--- src/rtl/tl_reg_slave.sv ---
// -----------------------------------------------------------------------------
// tl_reg_slave
// TileLink-UL slave endpoint fed by an A/D buffer stage. It services Put/Get
// requests against a flat bank of NREGS 32-bit software registers and returns
// one D-channel response per accepted request, one cycle after acceptance.
// Throughput is one request per cycle while the D side keeps d_ready high.
//
// Optional feature macro: TL_REG_SLAVE_ERR_EN
//   defined   : erroneous requests are denied (d_denied=1, d_data=0, no write);
//               Get/unsupported errors also raise d_corrupt.
//   undefined : d_denied/d_corrupt stay 0; erroneous Puts are dropped and
//               erroneous Gets return 0 (an in-range oversize Get still reads).
//
// Ports
//   clock, reset        rising-edge clock, synchronous active-high reset
//   a_valid/a_ready     A-channel handshake (a_ready is combinational)
//   a_opcode            0 PutFull, 1 PutPartial, 4 Get, others unsupported
//   a_param             ignored
//   a_size              log2 bytes, legal 0..2
//   a_source            request ID, echoed on d_source
//   a_address           byte address, word index = a_address[..:2]
//   a_mask, a_data      byte-lane enables and write data for Puts
//   d_valid/d_ready     D-channel handshake
//   d_opcode            0 AccessAck, 1 AccessAckData
//   d_param             constant 0
//   d_size, d_source    captured a_size / a_source
//   d_denied, d_corrupt error indications
//   d_data              read data (0 for AccessAck and denied responses)
//   regs                register bank, register i at [32*i +: 32]
// -----------------------------------------------------------------------------
module tl_reg_slave #(
  parameter int NREGS  = 8,
  parameter int ADDR_W = 14,
  parameter int SRC_W  = 7
) (
  input  logic                  clock,
  input  logic                  reset,
  input  logic                  a_valid,
  output logic                  a_ready,
  input  logic [2:0]            a_opcode,
  input  logic [2:0]            a_param,
  input  logic [3:0]            a_size,
  input  logic [SRC_W-1:0]      a_source,
  input  logic [ADDR_W-1:0]     a_address,
  input  logic [3:0]            a_mask,
  input  logic [31:0]           a_data,
  output logic                  d_valid,
  input  logic                  d_ready,
  output logic [2:0]            d_opcode,
  output logic [1:0]            d_param,
  output logic [3:0]            d_size,
  output logic [SRC_W-1:0]      d_source,
  output logic                  d_denied,
  output logic [31:0]           d_data,
  output logic                  d_corrupt,
  output logic [NREGS*32-1:0]   regs
);

  localparam int LOG2N = $clog2(NREGS);
  localparam int IDX_W = (LOG2N > 0) ? LOG2N : 1;

  localparam logic [2:0] OP_PUT_FULL    = 3'd0;
  localparam logic [2:0] OP_PUT_PARTIAL = 3'd1;
  localparam logic [2:0] OP_GET         = 3'd4;
  localparam logic [2:0] OP_ACK         = 3'd0;
  localparam logic [2:0] OP_ACK_DATA    = 3'd1;

  // The response-pending flag doubles as the state: RESP means d_valid is up.
  typedef enum logic {
    IDLE = 1'b0,
    RESP = 1'b1
  } state_t;

  state_t state_q, state_d;

  logic [31:0]       reg_q [NREGS];
  logic              accept;
  logic [IDX_W-1:0]  idx;
  logic [ADDR_W-1:0] addr_high;
  logic              in_range;
  logic              is_put;
  logic              is_get;
  logic              err;
  logic              do_write;
  logic [31:0]       rd_word;
  logic [2:0]        rsp_opcode;
  logic [31:0]       rsp_data;
  logic              rsp_denied;
  logic              rsp_corrupt;

  logic [2:0]        d_opcode_q;
  logic [3:0]        d_size_q;
  logic [SRC_W-1:0]  d_source_q;
  logic [31:0]       d_data_q;
  logic              d_denied_q;
  logic              d_corrupt_q;

  // Bits that carry no meaning for this endpoint.
  logic unused_bits;
  assign unused_bits = ^{a_param, a_address[1:0]};

  // Request decode. Any address bit above the word-index field makes the
  // request out of range; the low two byte-offset bits never matter.
  assign accept    = a_valid & a_ready;
  assign idx       = a_address[2 +: IDX_W];
  assign addr_high = a_address >> (2 + LOG2N);
  assign in_range  = (addr_high == '0);
  assign is_put    = (a_opcode == OP_PUT_FULL) | (a_opcode == OP_PUT_PARTIAL);
  assign is_get    = (a_opcode == OP_GET);
  assign err       = ~in_range | (a_size > 4'd2) | ~(is_put | is_get);
  assign do_write  = is_put & ~err;
  assign rd_word   = in_range ? reg_q[idx] : 32'h0;

  // Response contents computed from the request being accepted this cycle.
  // Reads see the register value before this edge, which already includes
  // any write accepted on an earlier edge.
  always_comb begin
    rsp_opcode  = is_put ? OP_ACK : OP_ACK_DATA;
    rsp_data    = 32'h0;
    rsp_denied  = 1'b0;
    rsp_corrupt = 1'b0;
`ifdef TL_REG_SLAVE_ERR_EN
    rsp_denied  = err;
    rsp_corrupt = err & ~is_put;
    if (is_get && !err) begin
      rsp_data = rd_word;
    end
`else
    if (is_get && in_range) begin
      rsp_data = rd_word;
    end
`endif
  end

  // State register.
  always_ff @(posedge clock) begin
    if (reset) begin
      state_q <= IDLE;
    end else begin
      state_q <= state_d;
    end
  end

  // Next state: a new accept always leaves a response pending; otherwise a
  // pending response survives only while the consumer stalls.
  always_comb begin
    state_d = IDLE;
    if (accept) begin
      state_d = RESP;
    end else if (state_q == RESP && !d_ready) begin
      state_d = RESP;
    end
  end

  // Handshake outputs. a_ready looks only at the D side so that the upstream
  // buffer never sees a combinational path from its own a_valid.
  always_comb begin
    d_valid = (state_q == RESP);
    a_ready = ~d_valid | d_ready;
  end

  // D-channel field capture; fields only change on an accept, so they stay
  // stable while the response is stalled.
  always_ff @(posedge clock) begin
    if (reset) begin
      d_opcode_q  <= 3'd0;
      d_size_q    <= 4'd0;
      d_source_q  <= '0;
      d_data_q    <= 32'h0;
      d_denied_q  <= 1'b0;
      d_corrupt_q <= 1'b0;
    end else if (accept) begin
      d_opcode_q  <= rsp_opcode;
      d_size_q    <= a_size;
      d_source_q  <= a_source;
      d_data_q    <= rsp_data;
      d_denied_q  <= rsp_denied;
      d_corrupt_q <= rsp_corrupt;
    end
  end

  // Register bank write; PutFull and PutPartial are both gated by a_mask.
  always_ff @(posedge clock) begin
    if (reset) begin
      for (int i = 0; i < NREGS; i++) begin
        reg_q[i] <= 32'h0;
      end
    end else if (accept && do_write) begin
      for (int b = 0; b < 4; b++) begin
        if (a_mask[b]) begin
          reg_q[idx][8*b +: 8] <= a_data[8*b +: 8];
        end
      end
    end
  end

  assign d_opcode  = d_opcode_q;
  assign d_param   = 2'd0;
  assign d_size    = d_size_q;
  assign d_source  = d_source_q;
  assign d_data    = d_data_q;
  assign d_denied  = d_denied_q;
  assign d_corrupt = d_corrupt_q;

  for (genvar g = 0; g < NREGS; g++) begin : g_regs_flat
    assign regs[32*g +: 32] = reg_q[g];
  end

endmodule
--- config.mk ---
export PLATFORM = sky130hd
export DESIGN_NAME = tl_reg_slave
export DESIGN_NICKNAME = d
export VERILOG_FILES = /design/src/rtl/tl_reg_slave.sv
export SDC_FILE = /design/constraint.sdc
export NUM_CORES = 1
export LEC_CHECK = 0
export CORE_MARGIN = 2
export CORE_UTILIZATION = 45
export CTS_CLUSTER_DIAMETER = 40
export DETAILED_ROUTE_END_ITERATION = 10
export PLACE_DENSITY = 0.75
export SLEW_MARGIN = 20
export SYNTH_ARGS = -nofsm -noshare
export SYNTH_HDL_FRONTEND = slang
export SYNTH_SLANG_ARGS = --single-unit
export TNS_END_PERCENT = 1
--- constraint.sdc ---
create_clock -name clock -period 2.6 [get_ports clock]
set_input_delay 0.39 -clock clock [delete_from_list [all_inputs] [get_ports clock]]
set_output_delay 0.39 -clock clock [all_outputs]
set_load 0.005 [all_outputs]
==> results of run 1 <==
final timing paths:
check / start / end / cells after the start / slack [ps]
setup / recovery: a_size[1] / reg_q[2][5] / 6 / 400
setup reg to reg: d_valid / reg_q[5][31] / 6 / 640
hold / removal: reset / d_size[1] / 3 / 370
hold reg to reg: d_size[1] / d_size[1] / 2 / 460
worst reg2reg max path, stage by stage (launching register included):
cell	delay (ps)
sky130_fd_sc_hd__dfxtp_1	310
sky130_fd_sc_hd__nand2b_1	210
sky130_fd_sc_hd__buf_4	170
sky130_fd_sc_hd__nand3_1	70
sky130_fd_sc_hd__or4_1	570
sky130_fd_sc_hd__buf_4	240
sky130_fd_sc_hd__nor3_1	210
cells in the mapped netlist, types with 4 or more instances:
master	instances
sky130_fd_sc_hd__nor3_2	10
sky130_fd_sc_hd__o22a_1	26
sky130_fd_sc_hd__clkbuf_1	34
sky130_fd_sc_hd__buf_1	4
sky130_fd_sc_hd__edfxtp_1	256
sky130_fd_sc_hd__or2_1	14
sky130_fd_sc_hd__buf_4	9
sky130_fd_sc_hd__o22ai_1	35
sky130_fd_sc_hd__buf_6	6
sky130_fd_sc_hd__dfxtp_1	45
sky130_fd_sc_hd__o2bb2ai_1	6
sky130_fd_sc_hd__a2bb2oi_1	6
sky130_fd_sc_hd__nor3_1	56
sky130_fd_sc_hd__nand2_1	31
sky130_fd_sc_hd__mux4_2	4
sky130_fd_sc_hd__and2_1	203
sky130_fd_sc_hd__a32o_1	29
sky130_fd_sc_hd__nand2b_1	10
sky130_fd_sc_hd__inv_1	37
sky130_fd_sc_hd__nor4_2	5
sky130_fd_sc_hd__or2_2	17
sky130_fd_sc_hd__nor2_1	5
sky130_fd_sc_hd__buf_2	18
sky130_fd_sc_hd__nor4_4	20
sky130_fd_sc_hd__o21ai_0	26
sky130_fd_sc_hd__mux2i_1	26
sky130_fd_sc_hd__mux2_2	40
sky130_fd_sc_hd__a21oi_1	13
sky130_fd_sc_hd__o221ai_1	15
sky130_fd_sc_hd__a21o_1	8
power by group:
group | internal [mW] | switching [mW] | total (mW)
registers | 5.34 | 0.0824 | 5.42
clock network | 3.15 | 2.02 | 5.17
logic | 0.532 | 0.556 | 1.09
final cells by class:
class / count / area share, %
Clock inverter: 20 / 0.895
Antenna cell: 1 / 0.0125
Tap cell: 396 / 2.48
Multi-Input combinational cell: 632 / 24.0
Inverter: 37 / 0.695
Timing Repair Buffer: 469 / 23.6
Sequential cell: 301 / 43.0
Clock buffer: 49 / 5.38
per-layer routing:
metal	global-route usage [%]	vias to the layer above
met2	47.8	685
met5	0	-
li1	-	4766
met4	8.81	0
met3	4.88	96
met1	36.8	5361
kinds of logic after synthesis:
family                 Yosys count  share of synthesized area (%)
and+or+nand+nor                386                           19.2
DFF                            301                           62.0
AOI/OAI and AO/OA              170                           9.38
buffers and inverters          108                           3.66
muxes                           70                           5.78
other                            1                         0.0271
flip-flops by register name, summed over array words and instances, names as in the netlist:
signal	flops
reg_q	256
d_source	7
d_data	32
d_valid	1
d_opcode	1
d_size	4
through the flow:
step | instances | TNS, ps | setup slack, ps | hold WS (ps)
after floorplan | 1041 | 0 | 364 | 453
after global placement | 1834 | -10420 | -81.3 | 445
after detailed placement | 1834 | -12470 | -108 | 447
after CTS | 1903 | 0 | 412 | 345
after global routing | 1905 | 0 | 261 | 368
final | 1905 | 0 | 405 | 366
placed cells by master, fill, tap and decap left out, types with 5 or more instances in the layout:
master,instances
sky130_fd_sc_hd__clkbuf_16,41
sky130_fd_sc_hd__nand2_1,30
sky130_fd_sc_hd__a2bb2oi_1,6
sky130_fd_sc_hd__clkdlybuf4s50_1,363
sky130_fd_sc_hd__nand2b_1,10
sky130_fd_sc_hd__a21oi_1,13
sky130_fd_sc_hd__clkbuf_1,6
sky130_fd_sc_hd__nor3_1,56
sky130_fd_sc_hd__dfxtp_1,45
sky130_fd_sc_hd__or2_1,14
sky130_fd_sc_hd__buf_4,81
sky130_fd_sc_hd__inv_1,37
sky130_fd_sc_hd__conb_1,6
sky130_fd_sc_hd__or2_2,17
sky130_fd_sc_hd__a32o_1,29
sky130_fd_sc_hd__buf_12,22
sky130_fd_sc_hd__o22a_1,26
sky130_fd_sc_hd__mux2i_1,26
sky130_fd_sc_hd__edfxtp_1,256
sky130_fd_sc_hd__o22ai_1,35
sky130_fd_sc_hd__nor3_2,9
sky130_fd_sc_hd__a21o_1,8
sky130_fd_sc_hd__nor4_2,5
sky130_fd_sc_hd__clkinv_2,6
sky130_fd_sc_hd__o221ai_1,15
sky130_fd_sc_hd__mux2_2,40
sky130_fd_sc_hd__and2_1,203
sky130_fd_sc_hd__o21ai_0,26
sky130_fd_sc_hd__nor4_4,20
sky130_fd_sc_hd__o2bb2ai_1,6
==> flow_summary_export.csv, run 1 <==
group,metric,value,unit
sta,grt_setup_unrepaired,"no",
final_layout,finalNetCount,1551,
power,vdd_drop_max,0.445,mV
route,postRouteWirelength,46300,um
synthesis,postSynthCellCount,1036,
sta,timing_hold_violations_final,0,
sta,final_setup_fails,0,
synthesis,most_frequently_used_flop_master_after_synthesis,"sky130_fd_sc_hd__edfxtp_1",
synthesis,ys_async_sr_fraction,0,%
critical_path,worstPathMaxFanout,24,
global_routing,global_route_wire_length_before_repair,68800,um
global_routing,first_global_vias,10900,
sta,maxSlewViolCount,0,
critical_path,critPathCaptureType,"flip-flop",
route,met2WireLength,22600,um
clocking,cts_tree,"built",
floorplan,floorplan.die.height,179,um
floorplan,die_area,32200,um2
route,route.antenna.remaining_nets,0,
floorplan,ioPinCount,379,
sta,finClkSkew,11.8,ps
synthesis,synthDominantCellAreaShare,55.5,%
job,max-cap-violations,0,
critical_path,critPathMaxStageDelay,470,ps
synthesis,netlist_area_before_placement,13900,um2
clocking,clkSinkCount,301,
final_layout,post-route-util,65.7,%
power,p_leak,7.69,nW
critical_path,crit_required,2800,ps
final_layout,filler_cell_count,2261,
final_layout,fraction_of_layout_instances_using_a_drive_strength_above_1,17.9,%
route,number_of_design_rule_violations_left_after_detail_routing,0,
place,port_buffers,367,
power,powerDensity,584,nW/um2
floorplan,core-area,30400,um2
final_layout,sequential_cell_area,8590,um2
critical_path,critical-path-slowest-cell,"sky130_fd_sc_hd__clkdlybuf4s50_1",
route,vias_after_detailed_routing,10900,
final_layout,syn2layout_area_growth,44.3,%
synthesis,yosys-top-cells-area,"sky130_fd_sc_hd__edfxtp_1 (56%), sky130_fd_sc_hd__and2_1 (9.2%), sky130_fd_sc_hd__dfxtp_1 (6.5%)",
floorplan,floorplan.initialDensity,45.5,%
route,routed_wire_length_per_instance,24.3,um
synthesis,synth_edf_count,256,
global_routing,grt_antenna_before_repair,1,
place,post_dp_cell_area,18700,um2
floorplan,fp-row-count,64,
route,m1WireLength,18200,um
critical_path,critical_path_buf_inv_count,2,
final_layout,multi_input_area,4790,um2
power,total_power,11.7,mW
final_layout,fin_area,20000,um2
min_path,hold_path_class,"input port to flip-flop",
route,post_drt_via_cell_ratio,5.73,
route,wl_met3,4170,um
global_routing,grt_start_max_net_pins,45,
sta,maxSlewHeadroom,47.3,%
sta,layout_min_cycle_time,2200,ps
synthesis,synth_cell_type_count,45,
synthesis,synthesis.area_per_instance,13.4,um2
clocking,worst_skew_pair.late_latency,510,ps
clocking,tritoncts.num_buffers,39,
clocking,clock_tree.buffer_depth,3,
synthesis,synth_warnings,0,
clocking,cts-resized-gates,0,
clocking,cts.reportedPaths.clkPinSlew,50,ps
clocking,htree_levels,2,
synthesis,synthDominantAreaCellType,"sky130_fd_sc_hd__edfxtp_1",
outcome,status,"finished clean",
synthesis,synth_seq_cells,301,
route,drt_iter0_drc,1124,
global_routing,global_route.overflow_total,0,
critical_path,critical_path.startpoint_type,"input port",
critical_path,path_cells,"clkdlybuf4s50_1 > a2111oi_4 > nand4_4 > buf_12 > nor4_2 > or2_2",
synthesis,seq_area_frac_synth,62.0,%
critical_path,criticalPathCategory,"input port to flip-flop",
sta,fmax,456,MHz
clocking,cts_hold_repair.buffers,0,
sta,period_share,84.4,%
critical_path,top_cell_family_by_delay_on_the_critical_path,"simple AND/OR/NAND/NOR gates",
route,detail_route.first_pass.iterations,5,
sta,tightest_slew,790,ps
floorplan,die_w,179,um
route,top_signal_layer_used,"met4",
clocking,post_cts_buffers,0,
place,dp_hpwl,33200,um
place,place.gp.congestion,0.863,
critical_path,data_arrival_time_of_the_critical_path,2390,ps
clocking,clock-root-buffer,"sky130_fd_sc_hd__clkbuf_16",
global_routing,grt_use_total,28.1,%
No activity file was read; power rests on OpenSTA's default activity.
==> inputs of run 2 (changes only) <==
clock period = 2.2 ns   (was 2.6 ns; I/O delays follow)
==> run 2 against run 1 <==
Setup slack got worse by 290 ps. Count of clock-buffer cells in the layout fell by 1. Sequential power rose by 19%. Combinational power rose by 18%. Critical endpoint is now a_ready. Clock skew rose by 5.7 ps. Flip-flop and latch count did not move. Critical path depth fell by 3. Largest cell class unchanged. Via count rose by 0.66%. Final area rose by 0.98%. Clock power rose by 23%. Core utilization rose by 0.64 points.
==> flow_summary_export.csv, run 2 (synthesis gave the netlist of run 1 again) <==
group,metric,value,unit
floorplan,floorplan.initialDensity,45.5,%
sta,period_share,94.6,%
critical_path,worstPathMaxFanout,5,
global_routing,first_global_vias,11000,
critical_path,r2r-end,"d_data[30]",
global_routing,grt_use_total,28.7,%
final_layout,fraction_of_layout_instances_using_a_drive_strength_above_1,19.3,%
clocking,clock_tree.buffer_depth,3,
sta,timing_hold_violations_final,0,
final_layout,fin_area,20200,um2
final_layout,filler_cell_count,2221,
critical_path,critPathCaptureType,"output pin",
power,powerDensity,698,nW/um2
power,power_switching,3.33,mW
final_layout,n_antenna_cell,0,
sta,maxSlewViolCount,0,
route,postRouteWirelength,47600,um
clocking,cts.reportedPaths.clkPinSlew,60,ps
clocking,worst_skew_pair.late_latency,530,ps
floorplan,die_w,179,um
global_routing,global_route.overflow_total,0,
global_routing,global_route_wire_length_before_repair,70000,um
sta,layout_min_cycle_time,2080,ps
route,number_of_design_rule_violations_left_after_detail_routing,0,
place,dp_hpwl,34900,um
global_routing,grt_antenna_before_repair,0,
outcome,status,"finished clean",
clocking,cts_tree,"built",
floorplan,die_area,32200,um2
sta,tightest_slew,1170,ps
final_layout,syn2layout_area_growth,45.7,%
power,power.internal,10.8,mW
floorplan,fp-row-count,64,
min_path,worst_hold_startpoint,"reset",
final_layout,layout.cells.most_common_list,"sky130_fd_sc_hd__clkdlybuf4s50_1 (361), sky130_fd_sc_hd__edfxtp_1 (256), sky130_fd_sc_hd__and2_1 (203)",
clocking,post_cts_buffers,0,
critical_path,rr_worst_depth,4,
global_routing,grt_start_max_net_pins,39,
place,place.gp.congestion,0.867,
clocking,tritoncts.num_buffers,40,
critical_path,critical_path.startpoint_type,"flip-flop",
min_path,hold_path_class,"input port to flip-flop",
place,post_dp_cell_area,18800,um2
floorplan,core-area,30400,um2
power,vdd_drop_max,0.533,mV
critical_path,r2r_start,"d_valid",
power,p_leak,7.82,nW
power,netSwitchingFraction,23.6,%
place,port_buffers,367,
critical_path,data_arrival_time_of_the_critical_path,1750,ps
route,post_drt_via_cell_ratio,5.71,
sta,finClkSkew,17.5,ps
place,place.detailed.instances,1848,
critical_path,crit_required,1870,ps
route,detail_route.first_pass.iterations,5,
job,max-cap-violations,0,
route,vias_after_detailed_routing,11000,
sta,final_setup_fails,0,
power,power.share.sequential,45.6,%
sta,final.hold.worst_slack,152,ps
critical_path,ff2ff_setup_slack,160,ps
route,routed_wire_length_per_instance,24.7,um
sta,fin_tns_setup,0,ps
power,p_comb_share,9.2,%
min_path,holdPathStages,2,
min_path,whs_endpoint,"d_source[2]",
power,power.share.clock,45.2,%
final_layout,max_flop_register,"reg_q",
final_layout,most_common_cell_after_layout_fill_and_taps_aside,"sky130_fd_sc_hd__clkdlybuf4s50_1",
final_layout,finalNetCount,1565,
clocking,htree_levels,2,
sta,maxSlewHeadroom,22.1,%
floorplan,ioPinCount,379,
clocking,clock-root-buffer,"sky130_fd_sc_hd__clkbuf_16",
final_layout,finished_layout_cells,1922,
final_layout,largest_register_ffs,256,
sta,grt_setup_unrepaired,"no",
clocking,cts_hold_repair.buffers,0,
route,route.antenna.remaining_nets,0,
final_layout,post-route-util,66.3,%
critical_path,criticalPathCategory,"flip-flop to output pin",
floorplan,floorplan.die.height,179,um
route,drt_iter0_drc,1134,
clocking,clkSinkCount,301,
sta,fmax,480,MHz
-- run 2: cell types whose count changed in the layout (fill, tap and decap cells not counted), sizes merged --
cell,change
buf,+13
clkbuf,-1
clkdlybuf4s50,-2
clkinv,-2
diode,-1
dlymetal6s2s,+2
inv,+8
-- run 2: final cells by class --
class                           instances  area [um2]  area share, %
Timing Repair Buffer                  482        4840           24.0
Clock inverter                         26         239           1.18
Multi-Input combinational cell        632        4800           23.8
Clock buffer                           48        1080           5.36
Sequential cell                       301        8590           42.5
Tap cell                              396         495           2.45
Inverter                               37         139          0.688
-- run 2: how the worst max path moves through the flow --
stage / startpoint / end / slack [ps] / cells after the start
after floorplan: a_size[1] / reg_q[3][10] / 20 / 5
after global placement: a_size[1] / reg_q[5][16] / -460 / 8
after detailed placement: a_size[1] / reg_q[5][1] / -480 / 8
after CTS: a_size[1] / reg_q[5][20] / 50 / 8
after global routing: a_size[1] / reg_q[7][16] / 20 / 6
final: d_valid / a_ready / 120 / 3
-- run 2: repair_timing --
action                                 4_1_cts  5_1_grt
gates resized for setup                      0        4
setup endpoints to repair                    0       66
endpoints found under the hold margin        0        0
-- run 2: worst max-delay path, stage by stage (launching register included) --
cell                              delay (ps)
sky130_fd_sc_hd__dfxtp_1                 310
sky130_fd_sc_hd__nand2b_1                230
sky130_fd_sc_hd__buf_4                   180
sky130_fd_sc_hd__clkdlybuf4s50_1         510
-- run 2: per-stage QoR --
step | worst slack [ps] | power (mW)
finish | 118 | 14.1
global route | 20.8 | 14.5
CTS | 51.5 | 14.1
detailed placement | -483 | 7.82
global placement | -455 | 7.80
floorplan | 23.5 | 6.99
-- run 2: power groups by stage --
stage	Clock (mW)	Combinational [mW]	Sequential [mW]
finish	6.37	1.29	6.43
detailed placement	0	1.28	6.54
global placement	0	1.26	6.54
global route	6.67	1.37	6.43
CTS	6.43	1.29	6.42
floorplan	0	0.485	6.50
-- run 2: layer usage --
layer / routed length, um / GRT usage (%) / up-vias
met5: 0 / 0 / -
met4: 1530 / 10.5 / 0
met3: 3860 / 4.46 / 102
met2: 23200 / 48.5 / 673
met1: 19000 / 37.5 / 5404
li1: - / - / 4801
==> inputs of run 3 (changes only) <==
PLACE_DENSITY = 0.76   (was 0.75)
==> run 3 against run 2 <==
Count of clock-buffer cells in the layout is 4 higher. Combinational power hardly changed. Clock power is 3% lower. Via count is 2.4% higher. First-iteration DRC count is 11% lower. Sequential share of layout area hardly changed. Fmax is 3.9% lower. Sequential power hardly changed. Critical path type is now input port to flip-flop. Critical endpoint is now reg_q[4][5].
==> flow_summary_export.csv, run 3 (synthesis gave the netlist of run 1 again) <==
group,metric,value,unit
min_path,whs_endpoint,"d_source[6]",
route,met2WireLength,23200,um
clocking,cts_hold_repair.buffers,0,
sta,tightest_slew,1170,ps
global_routing,first_global_vias,11100,
clocking,clock-root-buffer,"sky130_fd_sc_hd__clkbuf_16",
critical_path,rr_worst_depth,4,
floorplan,core-area,30400,um2
clocking,worst_skew_pair.late_latency,510,ps
clocking,clkSinkCount,301,
clocking,cts.reportedPaths.clkPinSlew,60,ps
power,netSwitchingFraction,23.2,%
power,p_leak,7.78,nW
route,postRouteWirelength,47800,um
power,power.internal,10.7,mW
clocking,htree_levels,2,
place,dp_worst_setup_slack,-470,ps
power,power.share.sequential,46.1,%
sta,final_setup_fails,0,
clocking,clock_tree.buffer_depth,3,
outcome,status,"finished clean",
floorplan,die_area,32200,um2
floorplan,fp-row-count,64,
sta,maxSlewViolCount,0,
final_layout,layout.cells.most_common_list,"sky130_fd_sc_hd__clkdlybuf4s50_1 (363), sky130_fd_sc_hd__edfxtp_1 (256), sky130_fd_sc_hd__and2_1 (203)",
power,power.share.clock,44.5,%
clocking,cts_tree,"built",
route,vias_after_detailed_routing,11200,
critical_path,critical_path.startpoint_type,"input port",
critical_path,ff2ff_setup_slack,160,ps
floorplan,ioPinCount,379,
clocking,tritoncts.num_buffers,41,
route,m1WireLength,18700,um
power,vdd_drop_max,0.526,mV
critical_path,data_arrival_time_of_the_critical_path,2500,ps
clocking,cts-resized-gates,0,
critical_path,criticalPathCategory,"input port to flip-flop",
floorplan,floorplan.die.height,179,um
sta,maxSlewHeadroom,22.1,%
final_layout,syn2layout_area_growth,45.6,%
min_path,worst_hold_startpoint,"a_source[6]",
place,port_buffers,367,
sta,fin_tns_setup,0,ps
global_routing,grt_use_total,28.7,%
critical_path,crit_required,2530,ps
route,drt_iter0_drc,1004,
route,detail_route.first_pass.iterations,6,
global_routing,grt_start_max_net_pins,48,
global_routing,global_route.overflow_total,0,
route,routed_wire_length_per_instance,24.8,um
final_layout,max_flop_register,"reg_q",
sta,period_share,98.5,%
critical_path,worstPathMaxFanout,32,
power,p_comb_share,9.3,%
power,power_switching,3.23,mW
power,powerDensity,691,nW/um2
sta,final_ws_setup,33.8,ps
min_path,hold_path_class,"input port to flip-flop",
floorplan,die_w,179,um
global_routing,global_route_wire_length_before_repair,70000,um
route,post_drt_via_cell_ratio,5.84,
sta,layout_min_cycle_time,2170,ps
final_layout,finalNetCount,1568,
job,max-cap-violations,0,
place,place.gp.congestion,0.878,
place,dp_hpwl,35100,um
critical_path,critPathCaptureType,"flip-flop",
route,wl_met3,4370,um
final_layout,largest_register_ffs,256,
route,route.antenna.remaining_nets,0,
min_path,holdPathStages,3,
critical_path,cp-startpoint,"a_size[2]",
final_layout,post-route-util,66.3,%
sta,timing_hold_violations_final,0,
final_layout,most_common_cell_after_layout_fill_and_taps_aside,"sky130_fd_sc_hd__clkdlybuf4s50_1",
clocking,post_cts_buffers,0,
global_routing,grt_antenna_before_repair,3,
floorplan,floorplan.initialDensity,45.5,%
critical_path,r2r-end,"d_data[30]",
final_layout,fraction_of_layout_instances_using_a_drive_strength_above_1,19.2,%
route,number_of_design_rule_violations_left_after_detail_routing,0,
sta,finClkSkew,11.3,ps
route,top_signal_layer_used,"met4",
sta,fmax,462,MHz
sta,grt_setup_unrepaired,"yes",
critical_path,r2r_start,"d_valid",
run 3: worst max-delay path by stage:
stage                              end  slack [ps]  cells after the start
final                      reg_q[4][5]          30                      7
after detailed placement  reg_q[3][16]        -470                      6
after global routing      reg_q[4][10]         -40                      7
after CTS                 reg_q[3][22]          40                      6
after global placement     reg_q[5][7]        -430                      8
after floorplan           reg_q[3][10]          20                      5
run 3: worst max-delay path, cell delays in order:
cell and delay, ps:
sky130_fd_sc_hd__clkdlybuf4s50_1 480, sky130_fd_sc_hd__a2111oi_4 470, sky130_fd_sc_hd__buf_4 180, sky130_fd_sc_hd__nand3_1 140, sky130_fd_sc_hd__or4_1 480, sky130_fd_sc_hd__buf_12 210, sky130_fd_sc_hd__nor3_1 190
run 3: area by class of cell:
class                      count  area, um2
clock buffer                  52       1090
tap                          396        495
inverter                      37        139
antenna                        3       7.51
fill                        2244      10300
sequential                   301       8590
clock inverter                21        188
timing repair buffer         484       4840
multi-input combinational    632       4820
run 3: per-stage QoR:
stage               cells  power [mW]  area [um2]  hold slack [ps]
finish               1926        13.9       20200              376
CTS                  1923        13.9       20100              359
global placement     1850        7.79       18900              443
detailed placement   1850        7.81       18900              447
floorplan            1041        6.99       13900              453
global route         1926        14.3       20200              387
run 3: layer usage:
| metal | up-vias | GRT usage [%] |
|---|---|---|
| met4 | 0 | 9.82 |
| li1 | 4814 | - |
| met2 | 737 | 48.1 |
| met5 | - | 0 |
| met1 | 5580 | 38.1 |
| met3 | 115 | 4.66 |
run 3: power groups by stage:
stage / logic (mW) / clock network (mW) / registers, mW
6_report: 1.30 / 6.20 / 6.42
3_5_place_dp: 1.28 / 0 / 6.53
4_1_cts: 1.29 / 6.24 / 6.42
5_1_grt: 1.37 / 6.47 / 6.43
2_1_floorplan: 0.485 / 0 / 6.50
3_3_place_gp: 1.26 / 0 / 6.53
